### config.mk
export PLATFORM = sky130hd
export DESIGN_NAME = bus_endpoint_fifo_flat
export DESIGN_NICKNAME = d
export VERILOG_FILES = /design/src/rtl/bus_endpoint_fifo_if.sv /design/src/rtl/bus_endpoint_fifo.sv /design/src/flat_wrapper.sv
export SDC_FILE = /design/constraint.sdc
export NUM_CORES = 1
export LEC_CHECK = 0
export ABC_AREA = 1
export ABC_CLOCK_PERIOD_IN_PS = 2450
export CELL_PAD_IN_SITES_DETAIL_PLACEMENT = 0
export CELL_PAD_IN_SITES_GLOBAL_PLACEMENT = 2
export CORE_MARGIN = 2
export CORE_UTILIZATION = 40
export DETAILED_ROUTE_END_ITERATION = 6
export PLACE_DENSITY_LB_ADDON = 0.05
export SLEW_MARGIN = 40
export SYNTH_ARGS = -nofsm -noshare
export SYNTH_HDL_FRONTEND = slang
export SYNTH_SLANG_ARGS = --single-unit
### constraint.sdc
create_clock -name clk -period 2.45 [get_ports clk]
set_clock_uncertainty 0.15 [all_clocks]
set_input_delay 0.6125 -clock clk [delete_from_list [all_inputs] [get_ports clk]]
set_output_delay 0.6125 -clock clk [all_outputs]
set_load 0.01 [all_outputs]
### src/rtl/bus_endpoint_fifo_if.sv
// Bus and user-side signal bundle for bus_endpoint_fifo.
// The slave modport is the endpoint; master is the bus/user environment driving it.
interface bus_endpoint_fifo_if #(
  parameter int unsigned pckg_sz = 16,
  parameter int unsigned depth   = 8
);
  localparam int unsigned CW = $clog2(depth) + 1;

  logic               pndng;
  logic [pckg_sz-1:0] D_pop;
  logic               pop;
  logic               push;
  logic [pckg_sz-1:0] D_push;
  logic               tx_wr;
  logic [pckg_sz-1:0] tx_data;
  logic               tx_full;
  logic               rx_rd;
  logic [pckg_sz-1:0] rx_data;
  logic               rx_valid;
  logic [CW-1:0]      tx_count;
  logic [CW-1:0]      rx_count;
  logic               tx_ovf;
  logic               rx_ovf;
  logic               rx_misaddr;
  logic               clr_flags;

  modport slave (
    input  pop, push, D_push, tx_wr, tx_data, rx_rd, clr_flags,
    output pndng, D_pop, tx_full, rx_data, rx_valid, tx_count, rx_count,
           tx_ovf, rx_ovf, rx_misaddr
  );

  modport master (
    output pop, push, D_push, tx_wr, tx_data, rx_rd, clr_flags,
    input  pndng, D_pop, tx_full, rx_data, rx_valid, tx_count, rx_count,
           tx_ovf, rx_ovf, rx_misaddr
  );
endinterface

### src/rtl/bus_endpoint_fifo.sv
// Bus endpoint with a TX FIFO (user -> bus) and an address-filtered RX FIFO (bus -> user).
// Both FIFOs are first-word-fall-through with sticky overflow / misaddress flags.
module bus_endpoint_fifo #(
  parameter int unsigned pckg_sz   = 16,
  parameter int unsigned depth     = 8,
  parameter logic [7:0]  id        = 8'd0,
  parameter logic [7:0]  broadcast = {8{1'b1}}
) (
  input  logic               clk,
  input  logic               reset,
  bus_endpoint_fifo_if.slave bus
);
  localparam int unsigned AW = $clog2(depth);
  localparam int unsigned CW = AW + 1;
  localparam logic [CW-1:0] FullCount = CW'(depth);

  logic [pckg_sz-1:0] tx_mem [depth];
  logic [pckg_sz-1:0] rx_mem [depth];

  logic [AW-1:0] tx_rd_ptr_q, tx_rd_ptr_d, tx_wr_ptr_q, tx_wr_ptr_d;
  logic [AW-1:0] rx_rd_ptr_q, rx_rd_ptr_d, rx_wr_ptr_q, rx_wr_ptr_d;
  logic [CW-1:0] tx_count_q, tx_count_d, rx_count_q, rx_count_d;
  logic          tx_ovf_q, tx_ovf_d, rx_ovf_q, rx_ovf_d, rx_misaddr_q, rx_misaddr_d;

  logic tx_empty, tx_full, tx_do_pop, tx_do_wr, tx_ovf_set;
  logic rx_empty, rx_full, rx_match, rx_do_rd, rx_do_wr, rx_ovf_set, rx_misaddr_set;
  logic [7:0] dest;

  // TX side: a pop on a full FIFO frees the slot the concurrent write lands in.
  always_comb begin
    tx_empty   = (tx_count_q == '0);
    tx_full    = (tx_count_q == FullCount);
    tx_do_pop  = bus.pop && !tx_empty;
    tx_do_wr   = bus.tx_wr && (!tx_full || tx_do_pop);
    tx_ovf_set = bus.tx_wr && tx_full && !bus.pop;

    tx_rd_ptr_d = tx_do_pop ? tx_rd_ptr_q + AW'(1) : tx_rd_ptr_q;
    tx_wr_ptr_d = tx_do_wr  ? tx_wr_ptr_q + AW'(1) : tx_wr_ptr_q;
    tx_count_d  = tx_count_q;
    unique case ({tx_do_wr, tx_do_pop})
      2'b10:   tx_count_d = tx_count_q + CW'(1);
      2'b01:   tx_count_d = tx_count_q - CW'(1);
      default: tx_count_d = tx_count_q;
    endcase
    tx_ovf_d = tx_ovf_set | (tx_ovf_q & ~bus.clr_flags);
  end

  // RX side: only packets addressed to us or to broadcast are considered.
  always_comb begin
    dest           = bus.D_push[pckg_sz-1 -: 8];
    rx_match       = (dest == id) || (dest == broadcast);
    rx_empty       = (rx_count_q == '0);
    rx_full        = (rx_count_q == FullCount);
    rx_do_rd       = bus.rx_rd && !rx_empty;
    rx_do_wr       = bus.push && rx_match && (!rx_full || rx_do_rd);
    rx_ovf_set     = bus.push && rx_match && rx_full && !bus.rx_rd;
    rx_misaddr_set = bus.push && !rx_match;

    rx_rd_ptr_d = rx_do_rd ? rx_rd_ptr_q + AW'(1) : rx_rd_ptr_q;
    rx_wr_ptr_d = rx_do_wr ? rx_wr_ptr_q + AW'(1) : rx_wr_ptr_q;
    rx_count_d  = rx_count_q;
    unique case ({rx_do_wr, rx_do_rd})
      2'b10:   rx_count_d = rx_count_q + CW'(1);
      2'b01:   rx_count_d = rx_count_q - CW'(1);
      default: rx_count_d = rx_count_q;
    endcase
    rx_ovf_d     = rx_ovf_set | (rx_ovf_q & ~bus.clr_flags);
    rx_misaddr_d = rx_misaddr_set | (rx_misaddr_q & ~bus.clr_flags);
  end

  always_ff @(posedge clk or posedge reset) begin
    if (reset) begin
      tx_rd_ptr_q  <= '0;
      tx_wr_ptr_q  <= '0;
      tx_count_q   <= '0;
      rx_rd_ptr_q  <= '0;
      rx_wr_ptr_q  <= '0;
      rx_count_q   <= '0;
      tx_ovf_q     <= 1'b0;
      rx_ovf_q     <= 1'b0;
      rx_misaddr_q <= 1'b0;
    end else begin
      tx_rd_ptr_q  <= tx_rd_ptr_d;
      tx_wr_ptr_q  <= tx_wr_ptr_d;
      tx_count_q   <= tx_count_d;
      rx_rd_ptr_q  <= rx_rd_ptr_d;
      rx_wr_ptr_q  <= rx_wr_ptr_d;
      rx_count_q   <= rx_count_d;
      tx_ovf_q     <= tx_ovf_d;
      rx_ovf_q     <= rx_ovf_d;
      rx_misaddr_q <= rx_misaddr_d;
    end
  end

  // Storage needs no reset: heads are masked to zero whenever the FIFO is empty.
  always_ff @(posedge clk) begin
    if (tx_do_wr) tx_mem[tx_wr_ptr_q] <= bus.tx_data;
    if (rx_do_wr) rx_mem[rx_wr_ptr_q] <= bus.D_push;
  end

  assign bus.pndng      = !tx_empty;
  assign bus.D_pop      = tx_empty ? '0 : tx_mem[tx_rd_ptr_q];
  assign bus.tx_full    = tx_full;
  assign bus.tx_count   = tx_count_q;
  assign bus.tx_ovf     = tx_ovf_q;
  assign bus.rx_valid   = !rx_empty;
  assign bus.rx_data    = rx_empty ? '0 : rx_mem[rx_rd_ptr_q];
  assign bus.rx_count   = rx_count_q;
  assign bus.rx_ovf     = rx_ovf_q;
  assign bus.rx_misaddr = rx_misaddr_q;
endmodule

### src/flat_wrapper.sv
// flat-port wrapper written by rule: the top's interface ports become plain ports
module bus_endpoint_fifo_flat 
#(
  parameter int unsigned pckg_sz   = 16,
  parameter int unsigned depth     = 8,
  parameter logic [7:0]  id        = 8'd0,
  parameter logic [7:0]  broadcast = {8{1'b1}}
)
  (clk, reset, bus_pop, bus_push, bus_D_push, bus_tx_wr, bus_tx_data, bus_rx_rd, bus_clr_flags, bus_pndng, bus_D_pop, bus_tx_full, bus_rx_data, bus_rx_valid, bus_tx_count, bus_rx_count, bus_tx_ovf, bus_rx_ovf, bus_rx_misaddr);
  bus_endpoint_fifo_if #(.pckg_sz(pckg_sz), .depth(depth)) bus_i ();
  input  logic clk;
  input  logic reset;
  input wire logic [$bits(bus_i.pop)-1:0] bus_pop;
  input wire logic [$bits(bus_i.push)-1:0] bus_push;
  input wire logic [$bits(bus_i.D_push)-1:0] bus_D_push;
  input wire logic [$bits(bus_i.tx_wr)-1:0] bus_tx_wr;
  input wire logic [$bits(bus_i.tx_data)-1:0] bus_tx_data;
  input wire logic [$bits(bus_i.rx_rd)-1:0] bus_rx_rd;
  input wire logic [$bits(bus_i.clr_flags)-1:0] bus_clr_flags;
  output wire logic [$bits(bus_i.pndng)-1:0] bus_pndng;
  output wire logic [$bits(bus_i.D_pop)-1:0] bus_D_pop;
  output wire logic [$bits(bus_i.tx_full)-1:0] bus_tx_full;
  output wire logic [$bits(bus_i.rx_data)-1:0] bus_rx_data;
  output wire logic [$bits(bus_i.rx_valid)-1:0] bus_rx_valid;
  output wire logic [$bits(bus_i.tx_count)-1:0] bus_tx_count;
  output wire logic [$bits(bus_i.rx_count)-1:0] bus_rx_count;
  output wire logic [$bits(bus_i.tx_ovf)-1:0] bus_tx_ovf;
  output wire logic [$bits(bus_i.rx_ovf)-1:0] bus_rx_ovf;
  output wire logic [$bits(bus_i.rx_misaddr)-1:0] bus_rx_misaddr;
  assign bus_i.pop = bus_pop;
  assign bus_i.push = bus_push;
  assign bus_i.D_push = bus_D_push;
  assign bus_i.tx_wr = bus_tx_wr;
  assign bus_i.tx_data = bus_tx_data;
  assign bus_i.rx_rd = bus_rx_rd;
  assign bus_i.clr_flags = bus_clr_flags;
  assign bus_pndng = bus_i.pndng;
  assign bus_D_pop = bus_i.D_pop;
  assign bus_tx_full = bus_i.tx_full;
  assign bus_rx_data = bus_i.rx_data;
  assign bus_rx_valid = bus_i.rx_valid;
  assign bus_tx_count = bus_i.tx_count;
  assign bus_rx_count = bus_i.rx_count;
  assign bus_tx_ovf = bus_i.tx_ovf;
  assign bus_rx_ovf = bus_i.rx_ovf;
  assign bus_rx_misaddr = bus_i.rx_misaddr;
  bus_endpoint_fifo #(.pckg_sz(pckg_sz), .depth(depth), .id(id), .broadcast(broadcast)) u_core (.clk(clk), .reset(reset), .bus(bus_i));
endmodule
# After elaboration in Yosys (flattened, before gate mapping)
# Memory sizes are Yosys's and may differ from the RTL's.
# Index checks and enable logic that the tools add are counted.
# W data, S select, Z words.
[totals]
reg_bits = 23
ram_bits = 256
elab_cells = 66
n_memories = 2
[mem_list]
columns = ["name", "words", "width", "rd", "rd_clocked_by_memory_dff", "write_ports", "line", "text"]
rows = [
  ["u_core.rx_mem", 8, 16, 1, 0, 1, "bus_endpoint_fifo.sv:18", "logic [pckg_sz-1:0] rx_mem [depth];"],
  ["u_core.tx_mem", 8, 16, 1, 0, 1, "bus_endpoint_fifo.sv:17", "logic [pckg_sz-1:0] tx_mem [depth];"],
]
[classes]
add_sub_neg = 8
eq_ne = 7
muxes = 8
bitwise = 7
n_reduce_logical = 25
[ops]
columns = ["operator", "n"]
rows = [
  ["$mux W16", 2],
  ["$pmux W4 S2", 2],
  ["$add A3 B1 Y3 const B", 4],
  ["$logic_and A1 B1 Y1", 10],
  ["$add A4 B1 Y4 const B", 2],
  ["$eq A4 B4 Y1 const B", 2],
  ["$eq A8 B8 Y1 const B", 1],
  ["$logic_not A4 Y1", 2],
  ["$logic_not A8 Y1", 1],
  ["$sub A4 B1 Y4 const B", 2],
  ["$logic_not A1 Y1", 7],
  ["$eq A2 B1 Y1 const B", 2],
  ["$eq A2 B2 Y1 const B", 2],
  ["$mux W1", 4],
  ["$reduce_bool A2 Y1", 2],
  ["$and A1 B1 Y1", 3],
  ["$logic_or A1 B1 Y1", 3],
  ["$or A1 B1 Y1", 3],
  ["$not A1 Y1", 1],
]

# Depth between registers and ports, before layout
# Gate-level depths: netlist of the first run.
[depth]
depth_word = 7
ltp_mapped = 15
depth_no_buf = 15

# Least setup slack after synthesis of the first run
# OpenSTA, ideal clock, no wires.
[synth_timing]
path_kind = "input -> register"
startpoint = "input bus_D_push[10]"
endpoint = "memory u_core.rx_mem[0][0] (enable)"
setup_time_ns = 0.388
arrival_ns = 1.821
required_time_ns = 1.912
slack_ns = 0.091
cell_stages = 5
path_cell_list = "nor2_1 -> nand4_1 -> nand2_1 -> nand4_1 -> nor2_1"
[synth_between]
elab_chain_cells = 6
[synth_rtl]
columns = ["item", "line", "text"]
rows = [
  ["from (decl)", "flat_wrapper.sv:15", "input wire logic [$bits(bus_i.D_push)-1:0] bus_D_push;"],
  ["$eq A8 B8 Y1 or $logic_not A8 Y1 (tied branches)", "bus_endpoint_fifo.sv:51", "rx_match = (dest == id) || (dest == broadcast);"],
  ["$logic_or A1 B1 Y1 (*)", "bus_endpoint_fifo.sv:51", ""],
  ["$logic_and A1 B1 Y1 (*) (2 in a row)", "bus_endpoint_fifo.sv:55", "rx_do_wr = bus.push && rx_match && (!rx_full || rx_do_rd);"],
  ["$mux W1 (*)", "bus_endpoint_fifo.sv:98", "if (rx_do_wr) rx_mem[rx_wr_ptr_q] <= bus.D_push;"],
  ["$mux W1 (implied by the code) (*)", "bus_endpoint_fifo.sv:98", ""],
  ["to (decl)", "bus_endpoint_fifo.sv:18", ""],
]
# Mark *: on every way between the ends. The rest lies on a longest branch, timed or not.

# Worst setup path after layout of the first run
[layout_timing]
startpoint = "register u_core.rx_rd_ptr_q[0]"
endpoint = "output bus_rx_data[4]"
[layout_between]
elab_chain_cells = 2
[layout_rtl]
columns = ["item", "line", "text"]
rows = [
  ["from (decl)", "bus_endpoint_fifo.sv:21", "logic [AW-1:0] rx_rd_ptr_q, rx_rd_ptr_d, rx_wr_ptr_q, rx_wr_ptr_d;"],
  ["from (signal assigned)", "bus_endpoint_fifo.sv:86", "rx_rd_ptr_q <= rx_rd_ptr_d;"],
  ["$mem_v2 Z8 W16", "n/a", ""],
  ["$mux W16", "bus_endpoint_fifo.sv:107", "assign bus.rx_data = rx_empty ? '0 : rx_mem[rx_rd_ptr_q];"],
  ["to (decl)", "flat_wrapper.sv:23", "output wire logic [$bits(bus_i.rx_data)-1:0] bus_rx_data;"],
]
# No other way between the ends.

==> results by group, run 1 <==
Die
  • Core area: 28700 µm²
  • Starting density of the core: 0.406
  • I/O pin total: 85
  • # rows: 62
  • Die H: 175 µm
  • Horiz. Die Dim: 175 µm
  • Die Area: 30500 µm²

Drt
  • DR vias: 7774
  • Vias per cell: 4.82
  • Routed Antenna Nets: 0
  • Drt total wl: 29.1 mm
  • Detailed Route Iter0 Violations: 455
  • Avg WL per Cell: 18.1 µm
  • DRC: 0
  • Drt pass-1 iters: 5

Logic synthesis
  • Synthesized area per cell: 11.9 µm²
  • Post-synthesis instance total: 975
  • Syn nets: 1024
  • Ys Warns: 0
  • Synth cell types: 32
  • Seq cells post-synth: 279
  • Cell Area, Synth: 11700 µm²
  • Post-synthesis sequential area ratio: 0.709

GRT
  • Initial antenna violation count: 0
  • Maximum number of pins on one net before global-route repair: 46
  • First-pass GRT wire length: 45.0 mm
  • Vias in the first global route: 7744
  • Gr ovfl total: 0
  • Total Routing Usage GR: 0.193

Power and ir drop
  • Pint: 12.4 mW
  • Sw Ratio: 0.352
  • Post-route total power: 19.1 mW
  • Comb pwr share: 0.468
  • Pwr Density: 1210 nW/µm²
  • LEAKAGE: 5.80 nW
  • Clock network power share: 0.221
  • Part of the power in registers: 0.311
  • Psw: 6.72 mW
  • Maximum VDD drop: 0.000743 V

Setup path
  • FF-to-FF End: u_core.bus.rx_count[2]
  • Largest stage delay on the critical path: 0.52 ns
  • Max Fanout on Critical Path: 6
  • Arrival @ worst endpoint: 2.18 ns
  • Crit-path cells: clkinv_4, bufbuf_16, o21ai_0, o21ai_1, o21ai_1, nor2_1, buf_2
  • Worst Reg2Reg Path Length in Cells: 14
  • Worst R2R Setup Slack: 0.35 ns
  • RR Startpoint: u_core.bus.rx_count[1]
  • Worst EP required: 1.69 ns
  • Slowest CP cell: dfrtp_2
  • CP top delay family: buffers and inverters
  • CP most frequent cell: o21ai_1
  • Worst Setup End Kind: output pin
  • Crit path launch type: flop
  • Worst path depth: 7
  • Critical setup path kind: flop to output pin
  • Worst Path Buf+Inv: 3

Timing
  • Worst-margin pin slew: 0.349 ns
  • Slew Limit Headroom: 0.767
  • Final hold viol count: 0
  • Final TNS setup: -10.97 ns
  • Pins Over Slew Limit: 0
  • WHS: 0.281 ns
  • Post-layout minimum cycle time: 2.94 ns
  • RSZ-0062 raised after global routing: true
  • Max Freq: 0.340 GHz
  • Final period util: 1.20
  • Final setup vio count: 32
  • Fin worst setup slack: -0.491 ns

Placed design
  • Placed inst area: 13800 µm²
  • Pre-CTS worst setup slack: -0.534 ns
  • Inst Count DP: 1516
  • DP HPWL: 18.0 mm
  • GP Congestion: 0.753
  • Count of input and output buffers: 84

Clock network
  • TritonCTS Buffers: 29
  • CTS H-Tree Depth: 1
  • Max Buffers Root-to-Sink: 3
  • Skew-Pair Late Insertion Delay: 0.55 ns
  • CTS tree: done
  • CTS Root Cell: clkbuf_16
  • Clk slew on worst S/H paths: 0.06 ns
  • # clock sinks: 279

Job
  • Max Cap Viol: 0

Layout
  • Final Non-Filler Cells: 1612
  • Post-route cell area: 15800 µm²
  • Fillers: 2455
  • # nets final: 1254
  • Area Overhead vs Synth: 35.4%
  • Core Util, Final: 0.549
  • Fraction of final layout cells sized beyond drive strength 1: 0.302
  • Ant diodes: 0

Hold path
  • HP Class: primary input to asynchronous set/reset pin

Status
  • Status: finished, violations left
  • Violated checks: setup timing
## worst register-to-register path: stages, from the launching register on
cell and delay, ns:
dfrtp_1 0.41, nor2_4 0.15, nand3_4 0.13, buf_4 0.16, nand2_2 0.06, inv_1 0.05
ha_2 0.18, nor2_1 0.12, nor2_2 0.06, ha_1 0.17, a21oi_1 0.11, inv_1 0.06
nand2_1 0.05, nand2_1 0.05, o22ai_1 0.11
## Yosys cell counts
master / count / area (µm²)
buf_4: 6 / 45.0
nor3_2: 1 / 10.0
nand2_1: 48 / 180
inv_1: 29 / 109
nand2_2: 1 / 6.26
o21ai_1: 67 / 335
nor2_2: 3 / 18.8
a21oi_2: 1 / 8.76
ha_1: 9 / 113
inv_2: 2 / 7.51
xor2_1: 6 / 52.6
o21ai_0: 161 / 806
edfxtp_1: 256 / 7690
xnor2_1: 3 / 26.3
clkbuf_1: 6 / 22.5
nor2_1: 279 / 1050
buf_6: 16 / 180
nor3b_2: 3 / 37.5
nand3_1: 9 / 45.0
a21o_1: 1 / 7.51
nand4_1: 5 / 31.3
nand3_4: 1 / 17.5
nand3_2: 3 / 30.0
nor2_4: 1 / 11.3
clkbuf_2: 3 / 15.0
fa_1: 1 / 20.0
o22ai_1: 3 / 18.8
dfrtp_1: 23 / 576
buf_2: 19 / 95.1
nand3b_4: 1 / 20.0
a21oi_1: 3 / 15.0
nand2_4: 5 / 56.3
## cell families after synthesis
family / share of synthesized area
and+or+nand+nor: 0.130
adders and majority gates: 0.0114
xor gates and xnor gates: 0.00677
DFF: 0.709
buffers and inverters: 0.0407
AOI/OAI and AO/OA: 0.102
## worst max path at each step
stage,startpoint,to,slack (ns)
finish,u_core.rx_rd_ptr_q[0],bus_rx_data[4],-0.49
CTS,u_core.rx_rd_ptr_q[0],bus_rx_data[13],-0.51
global route,u_core.rx_rd_ptr_q[0],bus_rx_data[15],-0.58
detailed placement,bus_D_push[11],u_core.bus.rx_count[3],-0.53
floorplan,bus_D_push[10],u_core.rx_mem[0][0],0.09
global placement,bus_D_push[11],u_core.bus.rx_count[2],-0.56
## cell type report
| cell class | count | area, µm² | share of cell area |
|---|---|---|---|
| inverters | 31 | 134 | 0.00849 |
| multi-input cells | 615 | 3350 | 0.212 |
| repair buffers | 249 | 2630 | 0.167 |
| clock buffers | 33 | 741 | 0.0470 |
| well taps | 384 | 480 | 0.0305 |
| flip-flops and latches | 279 | 8270 | 0.524 |
| clock inverters | 21 | 174 | 0.0110 |
## layout by cell type (no fill, tap or decap), drive strengths merged, types with 6 or more instances in the layout
cell type and n:
nor2 283, edfxtp 256, o21ai 228, buf 195
nand2 54, clkdlybuf4s50 43, clkbuf 37, inv 30
dfrtp 23, clkinv 18, nand3 13, ha 9
xor2 6
## layer usage
metal | vias to the layer above | track usage | wire (µm)
li1 | 3895 | - | -
met1 | 3715 | 0.248 | 12600
met2 | 124 | 0.348 | 15000
met3 | 40 | 0.0235 | 949
met4 | 0 | 0.0431 | 560
met5 | - | 0 | 0
## registers in the layout, indices dropped and copies added (netlist names)
register / cells
u_core.bus.rx_ovf: 1
u_core.rx_wr_ptr_q: 3
u_core.bus.tx_ovf: 1
u_core.tx_mem: 128
u_core.tx_rd_ptr_q: 3
u_core.bus.tx_count: 4
u_core.tx_wr_ptr_q: 3
u_core.rx_rd_ptr_q: 3
u_core.bus.rx_count: 4
u_core.rx_mem: 128
u_core.bus.rx_misaddr: 1
## power by group through the flow
stage	Sequential (mW)	Clock [mW]	Combinational, mW
2_1_floorplan	5.96	0	3.90
3_3_place_gp	5.95	0	7.48
3_5_place_dp	5.96	0	7.47
6_report	5.94	4.22	8.92
5_1_grt	5.97	4.51	9.84
4_1_cts	5.92	4.32	8.83
## repair_timing
action | CTS | global route
pin swaps | 80 | 80
hold buffers | 0 | 0
cloned | 14 | 3
resized for setup | 326 | 113
buffers inserted | 28 | 9
endpoints found under the setup margin | 35 | 125
Note: power is estimated with default switching activity, not from simulation.
==> run 2, diff against run 1 <==
--- a/config.mk
+++ b/config.mk
@@ -12,6 +12,7 @@
 export CORE_MARGIN = 2
 export CORE_UTILIZATION = 40
 export DETAILED_ROUTE_END_ITERATION = 6
+export GPL_TIMING_DRIVEN = 1
 export PLACE_DENSITY_LB_ADDON = 0.05
 export SLEW_MARGIN = 40
 export SYNTH_ARGS = -nofsm -noshare
==> results of run 2 <==
The final DEF is identical to that of run 1; final timing and power are the same.
==> run 3, diff against run 2 <==
--- a/config.mk
+++ b/config.mk
@@ -14,7 +14,8 @@
 export DETAILED_ROUTE_END_ITERATION = 6
 export GPL_TIMING_DRIVEN = 1
 export PLACE_DENSITY_LB_ADDON = 0.05
-export SLEW_MARGIN = 40
+export SETUP_SLACK_MARGIN = 0.4
+export SLEW_MARGIN = 10
 export SYNTH_ARGS = -nofsm -noshare
 export SYNTH_HDL_FRONTEND = slang
 export SYNTH_SLANG_ARGS = --single-unit
==> results by group, run 3 (synthesis gave the netlist of run 1 again) <==
GRT
  • Gr ovfl total: 0 (unchanged)
  • Maximum number of pins on one net before global-route repair: 35 (was 46)
  • First-pass GRT wire length: 45.0 mm (about the same)
  • Initial antenna violation count: 0 (unchanged)
  • Total Routing Usage GR: 0.193 (about the same)
  • Vias in the first global route: 7803 (was 7744)

Power and ir drop
  • Pwr Density: 1190 nW/µm² (was 1210 nW/µm²)
  • Pint: 12.9 mW (was 12.4 mW)
  • Maximum VDD drop: 0.000692 V (was 0.000743 V)
  • Comb pwr share: 0.505 (was 0.468)
  • LEAKAGE: 6.10 nW (was 5.80 nW)
  • Clock network power share: 0.199 (was 0.221)
  • Sw Ratio: 0.356 (was 0.352)
  • Part of the power in registers: 0.297 (was 0.311)
  • Psw: 7.12 mW (was 6.72 mW)

Timing
  • Final hold viol count: 0 (unchanged)
  • Post-layout minimum cycle time: 2.81 ns (was 2.94 ns)
  • Pins Over Slew Limit: 0 (unchanged)
  • Max Freq: 0.356 GHz (was 0.340 GHz)
  • Fin worst setup slack: -0.355 ns (was -0.491 ns)
  • Final period util: 1.14 (was 1.20)
  • Final setup vio count: 33 (was 32)
  • WHS: 0.230 ns (was 0.281 ns)
  • Final TNS setup: -9.33 ns (was -10.97 ns)
  • Worst-margin pin slew: 0.346 ns (was 0.349 ns)
  • RSZ-0062 raised after global routing: true (unchanged)
  • Slew Limit Headroom: 0.769 (was 0.767)

Drt
  • Vias per cell: 4.95 (was 4.82)
  • Drt total wl: 31.6 mm (was 29.1 mm)
  • DRC: 0 (unchanged)
  • Routed Antenna Nets: 0 (unchanged)
  • Drt pass-1 iters: 5 (unchanged)
  • Avg WL per Cell: 19.2 µm (was 18.1 µm)
  • DR vias: 8124 (was 7774)
  • Detailed Route Iter0 Violations: 424 (was 455)

Clock network
  • CTS tree: done (unchanged)
  • Clk slew on worst S/H paths: 0.06 ns (about the same)
  • Hold_buf cts: 0 (unchanged)
  • CTS H-Tree Depth: 1 (unchanged)
  • TritonCTS Buffers: 30 (was 29)
  • Skew-Pair Late Insertion Delay: 0.55 ns (about the same)
  • # clock sinks: 279 (unchanged)
  • CTS Root Cell: clkbuf_16 (unchanged)
  • Max Buffers Root-to-Sink: 3 (unchanged)

Die
  • Die Area: 30500 µm² (unchanged)
  • Starting density of the core: 0.406 (unchanged)
  • Die H: 175 µm (unchanged)
  • # rows: 62 (unchanged)
  • Core area: 28700 µm² (unchanged)
  • Horiz. Die Dim: 175 µm (unchanged)
  • I/O pin total: 85 (unchanged)

Layout
  • Most frequent cells in the layout: 256 x edfxtp_1, 191 x nor2_1, 144 x o21ai_1 (was 256 x edfxtp_1, 216 x nor2_1, 125 x o21ai_1)
  • Final Non-Filler Cells: 1642 (was 1612)
  • Area Overhead vs Synth: 44.2% (was 35.4%)
  • Core Util, Final: 0.585 (was 0.549)
  • Top Registers: u_core.rx_mem: 128 flops, u_core.tx_mem: 128 flops (unchanged)
  • Commonest non-fill, non-tap cell in the layout: edfxtp_1 (unchanged)
  • Fraction of final layout cells sized beyond drive strength 1: 0.362 (was 0.302)
  • # nets final: 1291 (was 1254)
  • Ant diodes: 0 (unchanged)

Placed design
  • Count of input and output buffers: 84 (unchanged)
  • DP HPWL: 15.9 mm (was 18.0 mm)
  • GP Congestion: 0.723 (was 0.753)
  • Inst Count DP: 1480 (was 1516)

Setup path
  • Largest stage delay on the critical path: 0.47 ns (was 0.52 ns)
  • Worst EP required: 1.69 ns (about the same)
  • Worst path depth: 8 (was 7)
  • Arrival @ worst endpoint: 2.04 ns (was 2.18 ns)
  • Worst Setup End Kind: output pin (unchanged)
  • Slowest CP cell: dfrtp_2 (unchanged)
  • Worst Path Buf+Inv: 4 (was 3)
  • Critical setup path kind: flop to output pin (unchanged)
  • Max Fanout on Critical Path: 7 (was 6)
  • CP most frequent cell: o21ai_1 (unchanged)
  • CP top delay family: buffers and inverters (unchanged)
  • Crit-path cells: buf_12, buf_8, buf_4, o21ai_1, o21ai_1, o21ai_1, nor2_2, buf_2 (was clkinv_4, bufbuf_16, o21ai_0, o21ai_1, o21ai_1, nor2_1, buf_2)
  • Crit path launch type: flop (unchanged)
  • Worst Reg2Reg Path Length in Cells: 12 (was 14)

Hold path
  • Hold Path Cell Cnt: 1
  • HP Class: primary input to flop (was primary input to asynchronous set/reset pin)

Status
  • Violated checks: setup timing (unchanged)
  • Status: finished, violations left (unchanged)

Job
  • Max Cap Viol: 0 (unchanged)
run 3: power groups by stage:
stage          clock network (mW)  registers [mW]  logic (mW)
3_5_place_dp                    0            5.95        7.16
5_1_grt                      4.22            5.97        11.0
3_3_place_gp                    0            5.94        7.17
2_1_floorplan                   0            5.96        3.94
4_1_cts                      4.05            5.90        8.67
6_report                     3.97            5.94        10.1
run 3: layout make-up:
type	instances	area, µm²
well taps	384	480
flip-flops and latches	279	8270
multi-input cells	618	3700
inverters	31	131
repair buffers	282	3380
clock inverters	10	42.5
fillers	2342	11900
clock buffers	38	802
run 3: worst register-to-register path, cell delays in order (launching register included):
cell	delay, ns
dfrtp_1	0.42
buf_6	0.13
buf_6	0.10
buf_6	0.12
nand3_4	0.08
inv_4	0.04
buf_6	0.12
nand2_8	0.08
buf_6	0.11
nand3b_4	0.09
buf_6	0.15
nor2_4	0.18
clkbuf_16	0.21
run 3: worst paths after layout:
check / start / end / slack, ns
max: u_core.tx_rd_ptr_q[0] / bus_D_pop[4] / -0.36
min: bus_D_push[10] / u_core.rx_mem[3][10] / 0.23
max reg2reg: u_core.bus.tx_count[3] / u_core.tx_mem[6][2] / 0.18
min reg2reg: u_core.bus.rx_misaddr / u_core.bus.rx_misaddr / 0.38
max in group asynchronous: reset / u_core.rx_rd_ptr_q[1] / 1.60
min in group asynchronous: reset / u_core.bus.rx_ovf / 0.27
run 3: layer usage:
layer | track usage | wire (µm)
met2 | 0.353 | 16900
met1 | 0.242 | 13100
met4 | 0.0490 | 688
met5 | 0 | 0
met3 | 0.0246 | 862
run 3: per-stage QoR:
| step | cell area [µm²] | worst slack [ns] | total power, mW |
|---|---|---|---|
| after floorplan | 11700 | 0.255 | 9.91 |
| after global placement | 13700 | -0.496 | 13.1 |
| after detailed placement | 13700 | -0.499 | 13.1 |
| after CTS | 15800 | -0.370 | 18.6 |
| after global routing | 16800 | -0.468 | 21.2 |
| final | 16800 | -0.355 | 20.0 |
run 3: timing repair:
| action | in CTS | in global routing |
|---|---|---|
| buffers inserted | 59 | 26 |
| pin swaps | 89 | 128 |
| gates resized for setup | 437 | 177 |
| cloned | 14 | 15 |
| setup endpoints to repair | 186 | 252 |
